--- config.mk ---
export PLATFORM = sky130hd
export DESIGN_NAME = gemm_tile_sequencer
export DESIGN_NICKNAME = d
export VERILOG_FILES = /design/src/rtl/gemm_pkg.sv /design/src/rtl/gemm_valid_pipe.sv /design/src/rtl/gemm_tile_sequencer.sv
export SDC_FILE = /design/constraint.sdc
export NUM_CORES = 1
export LEC_CHECK = 0
export BUFFER_PORTS_ARGS = -buffer_cell sky130_fd_sc_hd__buf_2
export CAP_MARGIN = 30
export CORE_ASPECT_RATIO = 1.5
export CORE_UTILIZATION = 48
export CTS_BUF_LIST = sky130_fd_sc_hd__clkbuf_8
export CTS_CLUSTER_DIAMETER = 200
export DETAILED_ROUTE_END_ITERATION = 16
export MAX_ROUTING_LAYER = met4
export PLACE_DENSITY = 0.71
export SKIP_CTS_REPAIR_TIMING = 1
export SYNTH_ARGS = -nofsm -noshare
export SYNTH_HDL_FRONTEND = slang
export SYNTH_HIERARCHICAL = 1
export SYNTH_SLANG_ARGS = --single-unit
--- constraint.sdc ---
create_clock -name clk_i -period 6.7 [get_ports clk_i]
set_input_delay 0.67 -clock clk_i [delete_from_list [all_inputs] [get_ports clk_i]]
set_output_delay 0.67 -clock clk_i [all_outputs]
set_load 0.02 [all_outputs]
--- src/rtl/gemm_pkg.sv ---
// Shared types and helpers for the tiled GEMM sequencer: FSM state encoding,
// PE strobe bundle, and a log2 helper for power-of-two tile dimensions.
package gemm_pkg;

  typedef enum logic [2:0] {
    ST_IDLE,
    ST_LOAD,
    ST_STREAM,
    ST_DRAIN,
    ST_WRITE,
    ST_FIN
  } gemm_state_e;

  typedef struct packed {
    logic valid;
    logic first;
    logic last;
  } tile_strobe_t;

  function automatic int unsigned log2_pow2(input int unsigned v);
    int unsigned r;
    r = 0;
    for (int unsigned i = 0; i < 32; i++) begin
      if ((v >> i) == 1) r = i;
    end
    return r;
  endfunction

endpackage

--- src/rtl/gemm_valid_pipe.sv ---
// Delay line matching SRAM read latency: carries the per-issue PE strobes so
// they line up with read data; stalled cycles enter as empty bubbles.
module gemm_valid_pipe
  import gemm_pkg::*;
#(
  parameter int unsigned Depth = 1
) (
  input  logic         clk_i,
  input  logic         rst_ni,
  input  tile_strobe_t strobe_i,
  input  logic         bubble_i,
  output tile_strobe_t strobe_o
);

  tile_strobe_t stage_q [Depth];
  tile_strobe_t stage_d [Depth];

  always_comb begin
    stage_d[0] = bubble_i ? '0 : strobe_i;
    for (int unsigned i = 1; i < Depth; i++) begin
      stage_d[i] = stage_q[i-1];
    end
  end

  always_ff @(posedge clk_i or negedge rst_ni) begin
    if (!rst_ni) begin
      for (int unsigned i = 0; i < Depth; i++) begin
        stage_q[i] <= '0;
      end
    end else begin
      for (int unsigned i = 0; i < Depth; i++) begin
        stage_q[i] <= stage_d[i];
      end
    end
  end

  assign strobe_o = stage_q[Depth-1];

endmodule

--- src/rtl/gemm_tile_sequencer.sv ---
// Tile-walking controller for the GEMM datapath: issues A/B read addresses per
// k, times PE strobes and drain, then writes one packed C tile with edge masks.
module gemm_tile_sequencer
  import gemm_pkg::*;
#(
  parameter int unsigned RowPar        = 4,
  parameter int unsigned ColPar        = 16,
  parameter int unsigned AddrWidth     = 12,
  parameter int unsigned SizeAddrWidth = 32,
  parameter int unsigned MemLatency    = 1,
  parameter int unsigned PeLatency     = 2
) (
  input  logic                     clk_i,
  input  logic                     rst_ni,
  input  logic                     start_i,
  input  logic [SizeAddrWidth-1:0] M_size_i,
  input  logic [SizeAddrWidth-1:0] K_size_i,
  input  logic [SizeAddrWidth-1:0] N_size_i,
  input  logic                     stall_i,
  output logic [AddrWidth-1:0]     sram_a_addr_o,
  output logic [AddrWidth-1:0]     sram_b_addr_o,
  output logic [AddrWidth-1:0]     sram_c_addr_o,
  output logic                     sram_c_we_o,
  output logic                     pe_valid_o,
  output logic                     pe_first_o,
  output logic                     pe_last_o,
  output logic [RowPar-1:0]        row_mask_o,
  output logic [ColPar-1:0]        col_mask_o,
  output logic                     busy_o,
  output logic                     done_o,
  output logic                     err_o
);

  localparam int unsigned RowLog2     = log2_pow2(RowPar);
  localparam int unsigned ColLog2     = log2_pow2(ColPar);
  localparam int unsigned DrainCycles = MemLatency + PeLatency;
  localparam int unsigned DrainWidth  = 4;

  typedef logic [SizeAddrWidth-1:0] size_t;
  typedef logic [AddrWidth-1:0]     addr_t;

  gemm_state_e             state_q, state_d;
  size_t                   m_q, m_d, k_q, k_d, n_q, n_d;
  size_t                   m_tiles_q, m_tiles_d, n_tiles_q, n_tiles_d;
  size_t                   tile_m_q, tile_m_d, tile_n_q, tile_n_d;
  size_t                   kcnt_q, kcnt_d;
  addr_t                   a_base_q, a_base_d, b_base_q, b_base_d;
  addr_t                   c_addr_q, c_addr_d;
  logic [DrainWidth-1:0]   drain_q, drain_d;
  logic [RowPar-1:0]       row_mask_q, row_mask_d, row_mask_nxt;
  logic [ColPar-1:0]       col_mask_q, col_mask_d, col_mask_nxt;
  logic                    c_we_q, c_we_d, busy_q, busy_d;
  logic                    done_q, done_d, err_q, err_d;
  logic                    load_mask, clear_mask;
  logic                    last_k, last_tile_m, last_tile_n, issue;
  tile_strobe_t            strobe_in, strobe_out;

  assign last_k      = (kcnt_q == k_q - size_t'(1));
  assign last_tile_m = (tile_m_q == m_tiles_q - size_t'(1));
  assign last_tile_n = (tile_n_q == n_tiles_q - size_t'(1));
  assign issue       = (state_q == ST_STREAM) && !stall_i;

  always_comb begin
    state_d    = state_q;
    m_d        = m_q;
    k_d        = k_q;
    n_d        = n_q;
    m_tiles_d  = m_tiles_q;
    n_tiles_d  = n_tiles_q;
    tile_m_d   = tile_m_q;
    tile_n_d   = tile_n_q;
    kcnt_d     = kcnt_q;
    a_base_d   = a_base_q;
    b_base_d   = b_base_q;
    c_addr_d   = c_addr_q;
    drain_d    = drain_q;
    row_mask_d = row_mask_q;
    col_mask_d = col_mask_q;
    err_d      = 1'b0;
    load_mask  = 1'b0;
    clear_mask = 1'b0;

    unique case (state_q)
      ST_IDLE: begin
        if (start_i) begin
          if (M_size_i == '0 || K_size_i == '0 || N_size_i == '0) begin
            err_d = 1'b1;
          end else begin
            m_d     = M_size_i;
            k_d     = K_size_i;
            n_d     = N_size_i;
            state_d = ST_LOAD;
          end
        end
      end
      ST_LOAD: begin
        m_tiles_d = (m_q + size_t'(RowPar - 1)) >> RowLog2;
        n_tiles_d = (n_q + size_t'(ColPar - 1)) >> ColLog2;
        tile_m_d  = '0;
        tile_n_d  = '0;
        kcnt_d    = '0;
        a_base_d  = '0;
        b_base_d  = '0;
        c_addr_d  = '0;
        load_mask = 1'b1;
        state_d   = ST_STREAM;
      end
      ST_STREAM: begin
        if (!stall_i) begin
          if (last_k) begin
            kcnt_d  = '0;
            drain_d = '0;
            state_d = ST_DRAIN;
          end else begin
            kcnt_d = kcnt_q + size_t'(1);
          end
        end
      end
      ST_DRAIN: begin
        if (drain_q == DrainWidth'(DrainCycles - 1)) begin
          state_d = ST_WRITE;
        end else begin
          drain_d = drain_q + DrainWidth'(1);
        end
      end
      ST_WRITE: begin
        if (last_tile_m && last_tile_n) begin
          clear_mask = 1'b1;
          state_d    = ST_FIN;
        end else begin
          // Running bases replace tile_m*K / tile_n*K products.
          if (last_tile_n) begin
            tile_n_d = '0;
            tile_m_d = tile_m_q + size_t'(1);
            a_base_d = a_base_q + addr_t'(k_q);
            b_base_d = '0;
          end else begin
            tile_n_d = tile_n_q + size_t'(1);
            b_base_d = b_base_q + addr_t'(k_q);
          end
          c_addr_d  = c_addr_q + addr_t'(1);
          load_mask = 1'b1;
          state_d   = ST_STREAM;
        end
      end
      ST_FIN: begin
        state_d = ST_IDLE;
      end
      default: begin
        state_d = ST_IDLE;
      end
    endcase

    for (int unsigned q = 0; q < RowPar; q++) begin
      row_mask_nxt[q] = ((tile_m_d << RowLog2) + size_t'(q)) < m_q;
    end
    for (int unsigned l = 0; l < ColPar; l++) begin
      col_mask_nxt[l] = ((tile_n_d << ColLog2) + size_t'(l)) < n_q;
    end
    if (load_mask) begin
      row_mask_d = row_mask_nxt;
      col_mask_d = col_mask_nxt;
    end else if (clear_mask) begin
      row_mask_d = '0;
      col_mask_d = '0;
    end

    c_we_d = (state_d == ST_WRITE);
    done_d = (state_d == ST_FIN);
    busy_d = (state_d == ST_LOAD) || (state_d == ST_STREAM) ||
             (state_d == ST_DRAIN) || (state_d == ST_WRITE);
  end

  always_ff @(posedge clk_i or negedge rst_ni) begin
    if (!rst_ni) begin
      state_q    <= ST_IDLE;
      m_q        <= '0;
      k_q        <= '0;
      n_q        <= '0;
      m_tiles_q  <= '0;
      n_tiles_q  <= '0;
      tile_m_q   <= '0;
      tile_n_q   <= '0;
      kcnt_q     <= '0;
      a_base_q   <= '0;
      b_base_q   <= '0;
      c_addr_q   <= '0;
      drain_q    <= '0;
      row_mask_q <= '0;
      col_mask_q <= '0;
      c_we_q     <= 1'b0;
      busy_q     <= 1'b0;
      done_q     <= 1'b0;
      err_q      <= 1'b0;
    end else begin
      state_q    <= state_d;
      m_q        <= m_d;
      k_q        <= k_d;
      n_q        <= n_d;
      m_tiles_q  <= m_tiles_d;
      n_tiles_q  <= n_tiles_d;
      tile_m_q   <= tile_m_d;
      tile_n_q   <= tile_n_d;
      kcnt_q     <= kcnt_d;
      a_base_q   <= a_base_d;
      b_base_q   <= b_base_d;
      c_addr_q   <= c_addr_d;
      drain_q    <= drain_d;
      row_mask_q <= row_mask_d;
      col_mask_q <= col_mask_d;
      c_we_q     <= c_we_d;
      busy_q     <= busy_d;
      done_q     <= done_d;
      err_q      <= err_d;
    end
  end

  assign strobe_in.valid = 1'b1;
  assign strobe_in.first = (kcnt_q == '0);
  assign strobe_in.last  = last_k;

  gemm_valid_pipe #(
    .Depth(MemLatency)
  ) u_valid_pipe (
    .clk_i   (clk_i),
    .rst_ni  (rst_ni),
    .strobe_i(strobe_in),
    .bubble_i(!issue),
    .strobe_o(strobe_out)
  );

  assign sram_a_addr_o = a_base_q + addr_t'(kcnt_q);
  assign sram_b_addr_o = b_base_q + addr_t'(kcnt_q);
  assign sram_c_addr_o = c_addr_q;
  assign sram_c_we_o   = c_we_q;
  assign pe_valid_o    = strobe_out.valid;
  assign pe_first_o    = strobe_out.first;
  assign pe_last_o     = strobe_out.last;
  assign row_mask_o    = row_mask_q;
  assign col_mask_o    = col_mask_q;
  assign busy_o        = busy_q;
  assign done_o        = done_q;
  assign err_o         = err_q;

endmodule

==> results of run 1 <==
cells by family after synthesis:
| logic type | Yosys count | share of synthesized area |
|---|---|---|
| buf+inv | 231 | 0.0418 |
| simple gates | 952 | 0.233 |
| fa+ha+maj | 116 | 0.0686 |
| flops | 320 | 0.371 |
| other cells | 1 | 0.000174 |
| mux | 67 | 0.0334 |
| compound gates | 536 | 0.157 |
| xor+xnor | 234 | 0.0955 |
power breakdown:
group          switching [mW]  internal, mW
clock network           0.869          1.06
registers              0.0446          1.95
logic                   0.178         0.115
total                    1.09          3.12
worst paths after layout:
kind / cells past startpoint / to
min reg2reg: 1 / col_mask_o[7]
min: 1 / b_base_q[9]
max: 21 / row_mask_o[3]
min in group clk_i: 3 / n_q[13]
max reg2reg: 21 / row_mask_o[3]
max in group asynchronous: 2 / m_tiles_q[27]
cells in the final DEF, fill, tap and decap left out, types with 16 or more instances in the layout:
cell type                  count
sky130_fd_sc_hd__xnor2_1     143
sky130_fd_sc_hd__mux2_2       41
sky130_fd_sc_hd__nand2_1     265
sky130_fd_sc_hd__nand2b_1     24
sky130_fd_sc_hd__nor2b_1      30
sky130_fd_sc_hd__nand3_1      76
sky130_fd_sc_hd__a21o_1       55
sky130_fd_sc_hd__or3_1        32
sky130_fd_sc_hd__buf_4        36
sky130_fd_sc_hd__inv_1       132
sky130_fd_sc_hd__a21oi_1      65
sky130_fd_sc_hd__nor4_1       67
sky130_fd_sc_hd__o211ai_1     26
sky130_fd_sc_hd__and3_1       38
sky130_fd_sc_hd__nor3_1       72
sky130_fd_sc_hd__xor2_1       90
sky130_fd_sc_hd__clkbuf_8     67
sky130_fd_sc_hd__nor2_1      143
sky130_fd_sc_hd__o21ai_0     220
sky130_fd_sc_hd__nand4_1      69
sky130_fd_sc_hd__mux2i_1      26
sky130_fd_sc_hd__and2_1       16
sky130_fd_sc_hd__or4_1        19
sky130_fd_sc_hd__buf_2       161
sky130_fd_sc_hd__ha_1        112
sky130_fd_sc_hd__dfrtp_1     320
sky130_fd_sc_hd__a22o_1       28
state kept, by name, indices dropped and copies added, names as in the netlist, 16 cells and up:
name and count:
tile_n_q 32, k_q 32, kcnt_q 32, m_q 32
col_mask_o 16, m_tiles_q 30, tile_m_q 32, n_q 32
n_tiles_q 28
worst max-delay path: cells and delay by family, from the launching register on:
| kind | cells | cell delay [ns] |
|---|---|---|
| AND/OR/NAND/NOR | 8 | 3.23 |
| buffers and inverters | 1 | 0.19 |
| AO/OA/AOI/OAI | 10 | 1.81 |
| adder cells (fa/ha/maj) | 1 | 0.32 |
| multiplexers | 1 | 0.33 |
| flip-flops | 1 | 0.47 |
cell type report:
cell class                      instances  area, µm²  share of cell area
Multi-Input combinational cell       1906      12700               0.524
Sequential cell                       320       8010               0.329
Timing Repair Buffer                  204       1230              0.0504
Clock buffer                           67        922              0.0379
Tap cell                              576        721              0.0296
Inverter                              124        465              0.0191
Clock inverter                         28        255              0.0105
Antenna cell                            1       2.50            0.000103
routing by layer:
layer | wire length (µm) | track usage | vias to the layer above
met5 | 0 | - | -
met4 | 4360 | 0.186 | 0
met3 | 2930 | 0.0382 | 236
met2 | 34700 | 0.541 | 609
met1 | 24700 | 0.320 | 9487
li1 | - | - | 9168
==> impl_summary.log, run 1 <==
INFO  metric status = completed
INFO  metric drc_errors = 0
INFO  metric cap_viol_max_count = 0
INFO  metric post_drt_wl_per_cell = 20.7 µm
INFO  metric post_synth_main_area_contributors = sky130_fd_sc_hd__dfrtp_1, sky130_fd_sc_hd__ha_1, sky130_fd_sc_hd__xnor2_1
INFO  metric final.period_utilization = 0.962
INFO  metric cts_tree = yes
INFO  metric timing_hold_violations_final = 0
INFO  metric setup_violations = 0
INFO  metric critical_path_peak_fanout = 12
INFO  metric synth_largest_area_cell = sky130_fd_sc_hd__dfrtp_1
INFO  metric hold-worst-slack = 0.0194 ns
INFO  metric row_count = 94
INFO  metric fraction_of_layout_cells_with_a_size_suffix_above_1 = 0.144
INFO  metric die_area = 45900 µm²
INFO  metric synthArstFlopShare = 1.00
INFO  metric crit_required = 7.23 ns
INFO  metric initial_core_util = 0.490
INFO  metric syn_area_per_cell = just under 9 µm²
INFO  metric synth.cells.most_frequent = sky130_fd_sc_hd__dfrtp_1, sky130_fd_sc_hd__nand2_1, sky130_fd_sc_hd__o21ai_0
INFO  metric post-layout-total-power = approximately 4.2 mW
INFO  metric fin_skew = 0.0347 ns
INFO  metric place_congestion = just under 1
INFO  metric cts-htree-levels = 2
INFO  metric fin_tns_setup = 0 ns
INFO  metric crit_reg_reg_startpoint = n_tiles_q[18]
INFO  metric timing.final.crit_period = 6.45 ns
INFO  metric number_of_enable_type_register_cells_in_the_synthesized_netlist = 0
INFO  metric crit_path_start = n_tiles_q[18]
INFO  metric die_h = 262 µm
INFO  metric dp_worst_setup_slack = about 0.034 ns
INFO  metric worst_path_largest_cell_delay = ~0.72 ns
INFO  metric postSynthCellCount = 2457
INFO  metric stdcell_area = 24300 µm²
INFO  metric ir_worst_vdd = 0.166 mV
INFO  metric timing.fmax = 0.155 GHz
INFO  metric clock_latency = 0.62 ns
INFO  metric dp_cells = 3122
INFO  metric clk_pin_slew_worst_paths = around 0.070 ns
INFO  metric grt_max_degree = 158
INFO  metric floorplan.die.width = around 180 µm
INFO  metric num_io_pins = about 160
INFO  metric arrival = 6.98 ns
INFO  metric placement.cell_area = approximately 23000 µm²
INFO  metric detail_route.iter0.violations = 1210
INFO  metric overall_global_routing_resource_usage = 0.304
INFO  metric design.core.area = 44100 µm²
INFO  metric power-per-cell-area = 173 nW/µm²
INFO  metric first_pass_iters = 6
INFO  metric clock-sinks = 320
INFO  metric place_hpwl = 50900 µm
INFO  metric timing.slew.headroom = 0.384
INFO  metric design.final.nets = 2824
INFO  metric count_of_filler_cells_inserted_in_the_layout = around 4000
INFO  metric post-synth-top-count-cell = sky130_fd_sc_hd__dfrtp_1
INFO  metric finish.utilization = 0.552
INFO  metric initial_antenna_violation_count = 1
INFO  metric r2r_setup_slack = roughly 0.25 ns
INFO  metric setup_slack = roughly 0.25 ns
INFO  metric hold_path.class = in -> async
INFO  metric critPathSlowestCell = sky130_fd_sc_hd__or4_4
INFO  metric cp-start-kind = flop
INFO  metric yosysTopAreaCellShare = 0.371
INFO  metric synth_sequential_area_ratio = 0.371
INFO  metric drt-vias-per-instance = 6.04
INFO  metric grt.overflow.total = 0
INFO  metric vias_in_the_first_global_route = 20100
INFO  metric setup.worst_path.class = reg -> reg
INFO  metric synth_cell_types = 86
INFO  metric yosys_warnings = 6
INFO  metric grt_pass1_wl = roughly 110000 µm
INFO  metric vias = 19500
INFO  metric setup.worst_path.end_class = flop
INFO  metric rsz_0062_raised_after_global_routing = no
INFO  metric critical_path.cell_chain = or4_1 -> nor4_2 -> nand4b_1 -> mux2_2 -> nor4_1 -> and4b_1 -> nand4_1 -> or4_4 -> o31ai_1 -> ha_1 -> a21o_1 -> a21o_1 -> a21o_1 -> a21o_1 -> a21o_1 -> a21o_1 -> a21oi_1 -> nor4b_1 -> buf_4 -> a22oi_1 -> a21oi_1
INFO  metric max_slew_violation_total_from_the_final_report = 0
INFO  metric postRouteWirelength = roughly 67000 µm
INFO  metric worst_slew_pin_slew = just over 0.9 ns
INFO  metric syn-cell-area = 21600 µm²
INFO  metric ys_dominant_reg_cell = sky130_fd_sc_hd__dfrtp_1
INFO  metric max_clock_buf_depth = 3
INFO  metric buffer_ports.inserted = 162
INFO  metric number_of_buffers_created_by_cts = 52
INFO  metric flow.area_growth_from_synthesis = 12.7%
INFO  metric synth_seq_cells = 320
INFO  metric cellLeakagePower = 11.7 nW
INFO  metric mappedNetlistNets = 2673
INFO  metric fin_cells = between 3000 and 4000
INFO  metric drt.antenna.violating_nets = 0
INFO  metric crit_top_cell = sky130_fd_sc_hd__a21o_1
INFO  metric cts_root_buffer = sky130_fd_sc_hd__clkbuf_8
Note: power is estimated with default switching activity, not from simulation.
==> run 2, diff against run 1 <==
Settings changed: CAP_MARGIN 30 to 0, CORE_MARGIN from default to 3.
Clock period 6.7 ns to 6.2 ns, I/O delays scaled along.
==> run 2 against run 1 <==
  * Final area grew 0.70%
  * Wire length grew 1.5%
  * Sequential power grew 8%
  * Clock power grew 11%
  * First-iteration DRC count grew 9.9%
  * Combinational power grew 9.2%
  * Critical endpoint unchanged
==> impl_summary.log, run 2 (synthesized netlist as in run 1, its figures left out) <==
INFO  metric power-per-cell-area = 188 nW/µm²
INFO  metric dp_cells = 3145
INFO  metric worst_r2r_endpoint = row_mask_o[3]
INFO  metric multiInputGateArea = around 13000 µm²
INFO  metric crit_top_cell = sky130_fd_sc_hd__a21o_1
INFO  metric layout.cells.most_common_list = sky130_fd_sc_hd__dfrtp_1, sky130_fd_sc_hd__nand2_1, sky130_fd_sc_hd__o21ai_0, sky130_fd_sc_hd__buf_2
INFO  metric place_congestion = 1.02
INFO  metric first_pass_iters = 5
INFO  metric setup.worst_path.end_class = flop
INFO  metric critical_path.cell_chain = inv_1 -> ha_2 -> xnor2_1 -> a211oi_2 -> o211ai_1 -> or4b_2 -> or4_1 -> or4_4 -> nand4_1 -> or4_4 -> o211ai_1 -> o31ai_2 -> ha_1 -> a21o_1 -> a21o_1 -> a21o_1 -> a21o_1 -> a21o_1 -> a21o_1 -> a21oi_1 -> nor4b_4 -> buf_4 -> a22oi_1 -> a21oi_1
INFO  metric detail_route.iter0.violations = 1330
INFO  metric drt.antenna.violating_nets = 0
INFO  metric critical_path_peak_fanout = 4
INFO  metric clock_latency = 0.63 ns
INFO  metric postRouteWirelength = around 68000 µm
INFO  metric die_area = around 48000 µm²
INFO  metric die_h = between 200 and 300 µm
INFO  metric setup.worst_path.class = reg -> reg
INFO  metric timing.final.crit_period = 6.05 ns
INFO  metric initial_core_util = 0.488
INFO  metric final.period_utilization = 0.976
INFO  metric max_slew_violation_total_from_the_final_report = 0
INFO  metric clk_pin_slew_worst_paths = 0.07 ns
INFO  metric number_of_buffers_created_by_cts = 53
INFO  metric flow.area_growth_from_synthesis = 13.5%
INFO  metric setup_violations = 0
INFO  metric crit_required = 6.75 ns
INFO  metric timing.fmax = 0.165 GHz
INFO  metric crit_reg_reg_startpoint = m_tiles_q[0]
INFO  metric place_hpwl = 51100 µm
INFO  metric ir_worst_vdd = ~0.25 mV
INFO  metric cts_root_buffer = sky130_fd_sc_hd__clkbuf_8
INFO  metric cap_viol_max_count = 0
INFO  metric grt.overflow.total = 0
INFO  metric fraction_of_layout_cells_with_a_size_suffix_above_1 = 0.153
INFO  metric arrival = 6.60 ns
INFO  metric vias_in_the_first_global_route = 19900
INFO  metric clock-sinks = 320
INFO  metric hold-worst-slack = 0.145 ns
INFO  metric drc_errors = 0
INFO  metric grt_max_degree = 143
INFO  metric timing_hold_violations_final = 0
INFO  metric cp-start-kind = flop
INFO  metric fin_cells = 3249
INFO  metric status = completed
INFO  metric fin_skew = around 0.044 ns
INFO  metric sequential_cell_area = 8010 µm²
INFO  metric r2r_setup_slack = 0.15 ns
INFO  metric rsz_0062_raised_after_global_routing = yes
INFO  metric cellLeakagePower = 11.9 nW
INFO  metric num_io_pins = 163
INFO  metric row_count = 94
INFO  metric buffer_ports.inserted = 162
INFO  metric initial_antenna_violation_count = 1
INFO  metric vias = 19700
INFO  metric worst_slew_pin_slew = 1.13 ns
INFO  metric overall_global_routing_resource_usage = 0.290
INFO  metric floorplan.die.width = 179 µm
INFO  metric count_of_filler_cells_inserted_in_the_layout = between 4000 and 5000
INFO  metric count_of_cells_along_the_worst_register_to_register_path = 24
INFO  metric layout.cells.most_common = sky130_fd_sc_hd__dfrtp_1
INFO  metric critPathSlowestCell = sky130_fd_sc_hd__or4b_2
INFO  metric cts_tree = yes
INFO  metric hold_path.class = in -> async
INFO  metric drt-vias-per-instance = roughly 6.0
INFO  metric design.final.nets = ~2800
INFO  metric design.core.area = about 44000 µm²
INFO  metric max_clock_buf_depth = 3
INFO  metric grt_pass1_wl = roughly 110000 µm
INFO  metric post_drt_wl_per_cell = 20.9 µm
INFO  metric worst_path_largest_cell_delay = 0.65 ns
INFO  metric timing.slew.headroom = 0.248
INFO  metric cts-htree-levels = 2
run 2: cell types whose count changed in the layout (fill, tap and decap cells not counted), moves of 2 or more:
cell | previous run | this run
sky130_fd_sc_hd__a211oi_1 | 11 | 9
sky130_fd_sc_hd__a211oi_2 | 0 | 2
sky130_fd_sc_hd__buf_12 | 4 | 1
sky130_fd_sc_hd__buf_16 | 2 | 0
sky130_fd_sc_hd__buf_4 | 36 | 61
sky130_fd_sc_hd__bufinv_16 | 4 | 6
sky130_fd_sc_hd__clkinvlp_4 | 4 | 0
sky130_fd_sc_hd__inv_1 | 132 | 137
sky130_fd_sc_hd__nor4b_1 | 15 | 13
run 2: power by group:
part           leakage [nW]  total (mW)  internal [mW]  switching, mW
logic                  7.32       0.319          0.123          0.197
registers              3.86        2.15           2.10         0.0450
clock network         0.674        2.15           1.21          0.933
total                  11.9        4.61           3.44           1.17
run 2: cell type report:
type | count | share of cell area
clock buffer | 66 | 0.0371
clock inverter | 30 | 0.0120
tap | 576 | 0.0294
timing repair buffer | 226 | 0.0536
sequential | 320 | 0.327
inverter | 124 | 0.0190
antenna | 1 | 0.000102
multi-input combinational | 1906 | 0.522
run 2: worst max path at each step:
stage / start / end / slack, ns / cells past startpoint
global route: m_tiles_q[0] / row_mask_o[3] / -0.05 / 24
floorplan: n_tiles_q[18] / row_mask_o[3] / 0.53 / 23
finish: m_tiles_q[0] / row_mask_o[3] / 0.15 / 24
CTS: n_tiles_q[4] / row_mask_o[3] / -0.31 / 22
detailed placement: n_tiles_q[4] / row_mask_o[3] / -0.29 / 22
global placement: m_tiles_q[0] / row_mask_o[3] / -0.12 / 26
run 2: per-layer routing:
metal | vias to the layer above | GRT usage | share of wire
met5 | - | - | 0
met4 | 0 | 0.165 | 0.070
met3 | 256 | 0.0364 | 0.046
met2 | 661 | 0.501 | 0.51
met1 | 9516 | 0.319 | 0.38
li1 | 9221 | - | -
run 2: per-stage QoR:
step	utilization	area [µm²]	TNS [ns]	worst slack, ns	power (mW)
floorplan	-	21600	0	0.534	2.34
global route	0.554	24500	-0.0536	-0.0515	4.77
finish	0.554	24500	0	0.150	4.61
CTS	0.551	24400	-0.971	-0.309	4.65
detailed placement	0.524	23200	-0.889	-0.289	2.50
global placement	0.524	23200	-0.189	-0.120	2.50
run 2: worst max-delay path: cells and delay by family, from the launching register on:
family / cells / cell delay, ns
and+or+nand+nor: 6 / 2.45
buffers and inverters: 2 / 0.29
adders and majority gates: 2 / 0.57
DFF: 1 / 0.41
AOI/OAI and AO/OA: 13 / 2.05
xor gates and xnor gates: 1 / 0.18
==> run 3, diff against run 2 <==
Settings changed: PLACE_DENSITY 0.71 to 0.66.
==> run 3 against run 2 <==
  * Clock power decreased by 7%
  * Count of clock-buffer cells in the layout is 4 higher
  * Combinational power hardly changed
  * Power decreased by 2.9%
  * Non-clock buffer count up 21
  * Register-to-register slack better by 0.08 ns
  * Via count is 0.26% lower
  * Global-route usage decreased by 0.14 points
  * Sequential power is essentially flat
  * Critical endpoint unchanged
  * Largest power group unchanged
  * Highest routed layer unchanged
==> impl_summary.log, run 3 (synthesized netlist as in run 1, its figures left out) <==
INFO  metric status = completed
INFO  metric post_drt_wl_per_cell = 20.6 µm
INFO  metric post-layout-total-power = 4.48 mW
INFO  metric dp_worst_setup_slack = -0.255 ns
INFO  metric hold_path.class = in -> async
INFO  metric timing_hold_violations_final = 0
INFO  metric cellLeakagePower = 11.9 nW
INFO  metric internal_power = between 3 and 4 mW
INFO  metric die_area = ~48000 µm²
INFO  metric grtUsageMet1 = 0.320
INFO  metric design.core.area = between 40000 and 50000 µm²
INFO  metric overall_global_routing_resource_usage = 0.288
INFO  metric number_of_buffers_created_by_cts = 53
INFO  metric busiest_layer = met2
INFO  metric timing.final.crit_period = slightly below 6 ns
INFO  metric vias = ~20000
INFO  metric fraction_of_layout_cells_with_a_size_suffix_above_1 = 0.159
INFO  metric power-per-cell-area = 182 nW/µm²
INFO  metric drt-vias-per-instance = ~6.0
INFO  metric timing.slew.headroom = 0.337
INFO  metric timing.fmax = 0.168 GHz
INFO  metric first_pass_iters = 5
INFO  metric placement.cell_area = 23300 µm²
INFO  metric cts-htree-levels = 2
INFO  metric grt.overflow.total = 0
INFO  metric crit_required = slightly below 7 ns
INFO  metric setup_violations = 0
INFO  metric drt.antenna.violating_nets = 0
INFO  metric grt_max_degree = about 160
INFO  metric layout.cells.most_common_list = sky130_fd_sc_hd__dfrtp_1, sky130_fd_sc_hd__nand2_1, sky130_fd_sc_hd__o21ai_0, sky130_fd_sc_hd__buf_2, sky130_fd_sc_hd__nor2_1
INFO  metric arrival = 6.52 ns
INFO  metric postRouteWirelength = ~67000 µm
INFO  metric clk_pin_slew_worst_paths = 0.07 ns
INFO  metric clock-sinks = 320
INFO  metric num_io_pins = 163
INFO  metric die_h = 266 µm
INFO  metric design.final.nets = between 2000 and 3000
INFO  metric switchingPower = 1.17 mW
INFO  metric stdcell_area = 24600 µm²
INFO  metric detail_route.iter0.violations = 969
INFO  metric critical_path_peak_fanout = 8
INFO  metric hold-worst-slack = 0.0440 ns
INFO  metric count_of_filler_cells_inserted_in_the_layout = 4165
INFO  metric place_hpwl = 51800 µm
INFO  metric drc_errors = 0
INFO  metric cts_root_buffer = sky130_fd_sc_hd__clkbuf_8
INFO  metric power_switching_share = 0.260
INFO  metric max_clock_buf_depth = 3
INFO  metric flow.area_growth_from_synthesis = 13.9%
INFO  metric cts_tree = yes
INFO  metric place_congestion = 0.993
INFO  metric sequential_cell_area = 8010 µm²
INFO  metric fin_skew = about 0.037 ns
INFO  metric sequential_group_share_of_total_power = 0.480
INFO  metric global_route.usage.met3 = 0.0358
INFO  metric setup.worst_path.class = reg -> reg
INFO  metric grt_pass1_wl = 105000 µm
INFO  metric floorplan.die.width = 179 µm
INFO  metric rsz_0062_raised_after_global_routing = no
INFO  metric ir_worst_vdd = ~0.16 mV
INFO  metric fin_cells = 3269
INFO  metric fin_tns_setup = 0 ns
INFO  metric multiInputGateArea = 12800 µm²
INFO  metric layout.cells.most_common = sky130_fd_sc_hd__dfrtp_1
INFO  metric max_slew_violation_total_from_the_final_report = 0
INFO  metric row_count = 94
INFO  metric vias_in_the_first_global_route = 19500
INFO  metric worst_slew_pin_slew = roughly 1.0 ns
INFO  metric initial_antenna_violation_count = 1
INFO  metric met2_usage = 0.498
INFO  metric buffer_ports.inserted = ~160
INFO  metric comb_power_share = 0.070
INFO  metric initial_core_util = 0.488
INFO  metric setup_slack = between 0.2 and 0.25 ns
INFO  metric cp-start-kind = flop
INFO  metric dp_cells = about 3200
INFO  metric clock_latency = 0.64 ns
INFO  metric setup.worst_path.end_class = flop
INFO  metric finish.utilization = 0.556
INFO  metric power.share.clock = 0.449
INFO  metric final.period_utilization = 0.963
INFO  metric cap_viol_max_count = 0
## run 3: changes by cell type in the layout (fill, tap and decap cells not counted), moves of 2 or more
cell                        delta
sky130_fd_sc_hd__nor4_1        +2
sky130_fd_sc_hd__clkbuf_8      +4
sky130_fd_sc_hd__clkinv_2      +5
sky130_fd_sc_hd__inv_1         -5
sky130_fd_sc_hd__nor4_2        -2
sky130_fd_sc_hd__buf_4        +20
sky130_fd_sc_hd__bufinv_16     -4
## run 3: final timing paths
kind                                from             to  slack, ns  cells after the start
setup / recovery            m_tiles_q[3]  row_mask_o[3]       0.23                     25
hold / removal                    rst_ni        n_q[17]       0.04                      1
setup reg to reg            m_tiles_q[3]  row_mask_o[3]       0.23                     25
hold reg to reg            col_mask_o[7]  col_mask_o[7]       0.49                      1
max in group asynchronous         rst_ni         m_q[0]       4.73                      2
min in group clk_i          N_size_i[21]        n_q[21]       0.21                      3
## run 3: power by group through the flow
stage	combinational, mW	sequential [mW]	clock [mW]
4_1_cts	0.319	2.15	2.06
6_report	0.316	2.15	2.01
3_5_place_dp	0.317	2.19	0
3_3_place_gp	0.311	2.19	0
2_1_floorplan	0.176	2.16	0
5_1_grt	0.346	2.15	2.15
## run 3: critical path, cell delays in order, from the launching register on
cell                       delay (ns)
sky130_fd_sc_hd__dfrtp_1         0.51
sky130_fd_sc_hd__nor3_2          0.35
sky130_fd_sc_hd__nand4_1         0.13
sky130_fd_sc_hd__buf_4           0.20
sky130_fd_sc_hd__buf_4           0.18
sky130_fd_sc_hd__o32ai_1         0.30
sky130_fd_sc_hd__o311ai_0        0.24
sky130_fd_sc_hd__buf_4           0.20
sky130_fd_sc_hd__o22ai_1         0.18
sky130_fd_sc_hd__or4_4           0.22
sky130_fd_sc_hd__nand4_1         0.14
sky130_fd_sc_hd__or4_4           0.59
sky130_fd_sc_hd__o211ai_1        0.22
sky130_fd_sc_hd__o31ai_2         0.12
sky130_fd_sc_hd__ha_1            0.30
sky130_fd_sc_hd__a21o_1          0.18
sky130_fd_sc_hd__a21o_1          0.17
sky130_fd_sc_hd__a21o_1          0.16
sky130_fd_sc_hd__a21o_1          0.16
sky130_fd_sc_hd__a21o_1          0.17
sky130_fd_sc_hd__a21o_1          0.17
sky130_fd_sc_hd__a21oi_1         0.26
sky130_fd_sc_hd__nor4b_4         0.33
sky130_fd_sc_hd__buf_4           0.19
sky130_fd_sc_hd__a22oi_1         0.06
sky130_fd_sc_hd__a21oi_1         0.13
## run 3: cell type report
cell class / instances / area share
diodes: 1 / 0.000102
clock buffers: 70 / 0.0392
clock inverters: 25 / 0.00682
inverters: 124 / 0.0189
multi-input cells: 1906 / 0.520
flip-flops and latches: 320 / 0.326
well taps: 576 / 0.0293
repair buffers: 247 / 0.0606
## run 3: metal layers
metal / part of all wire / vias to the layer above / routed length, µm
li1: - / 9296 / -
met1: 0.38 / 9513 / 25800
met2: 0.51 / 583 / 34400
met3: 0.043 / 210 / 2920
met4: 0.064 / 0 / 4310
met5: 0 / - / 0
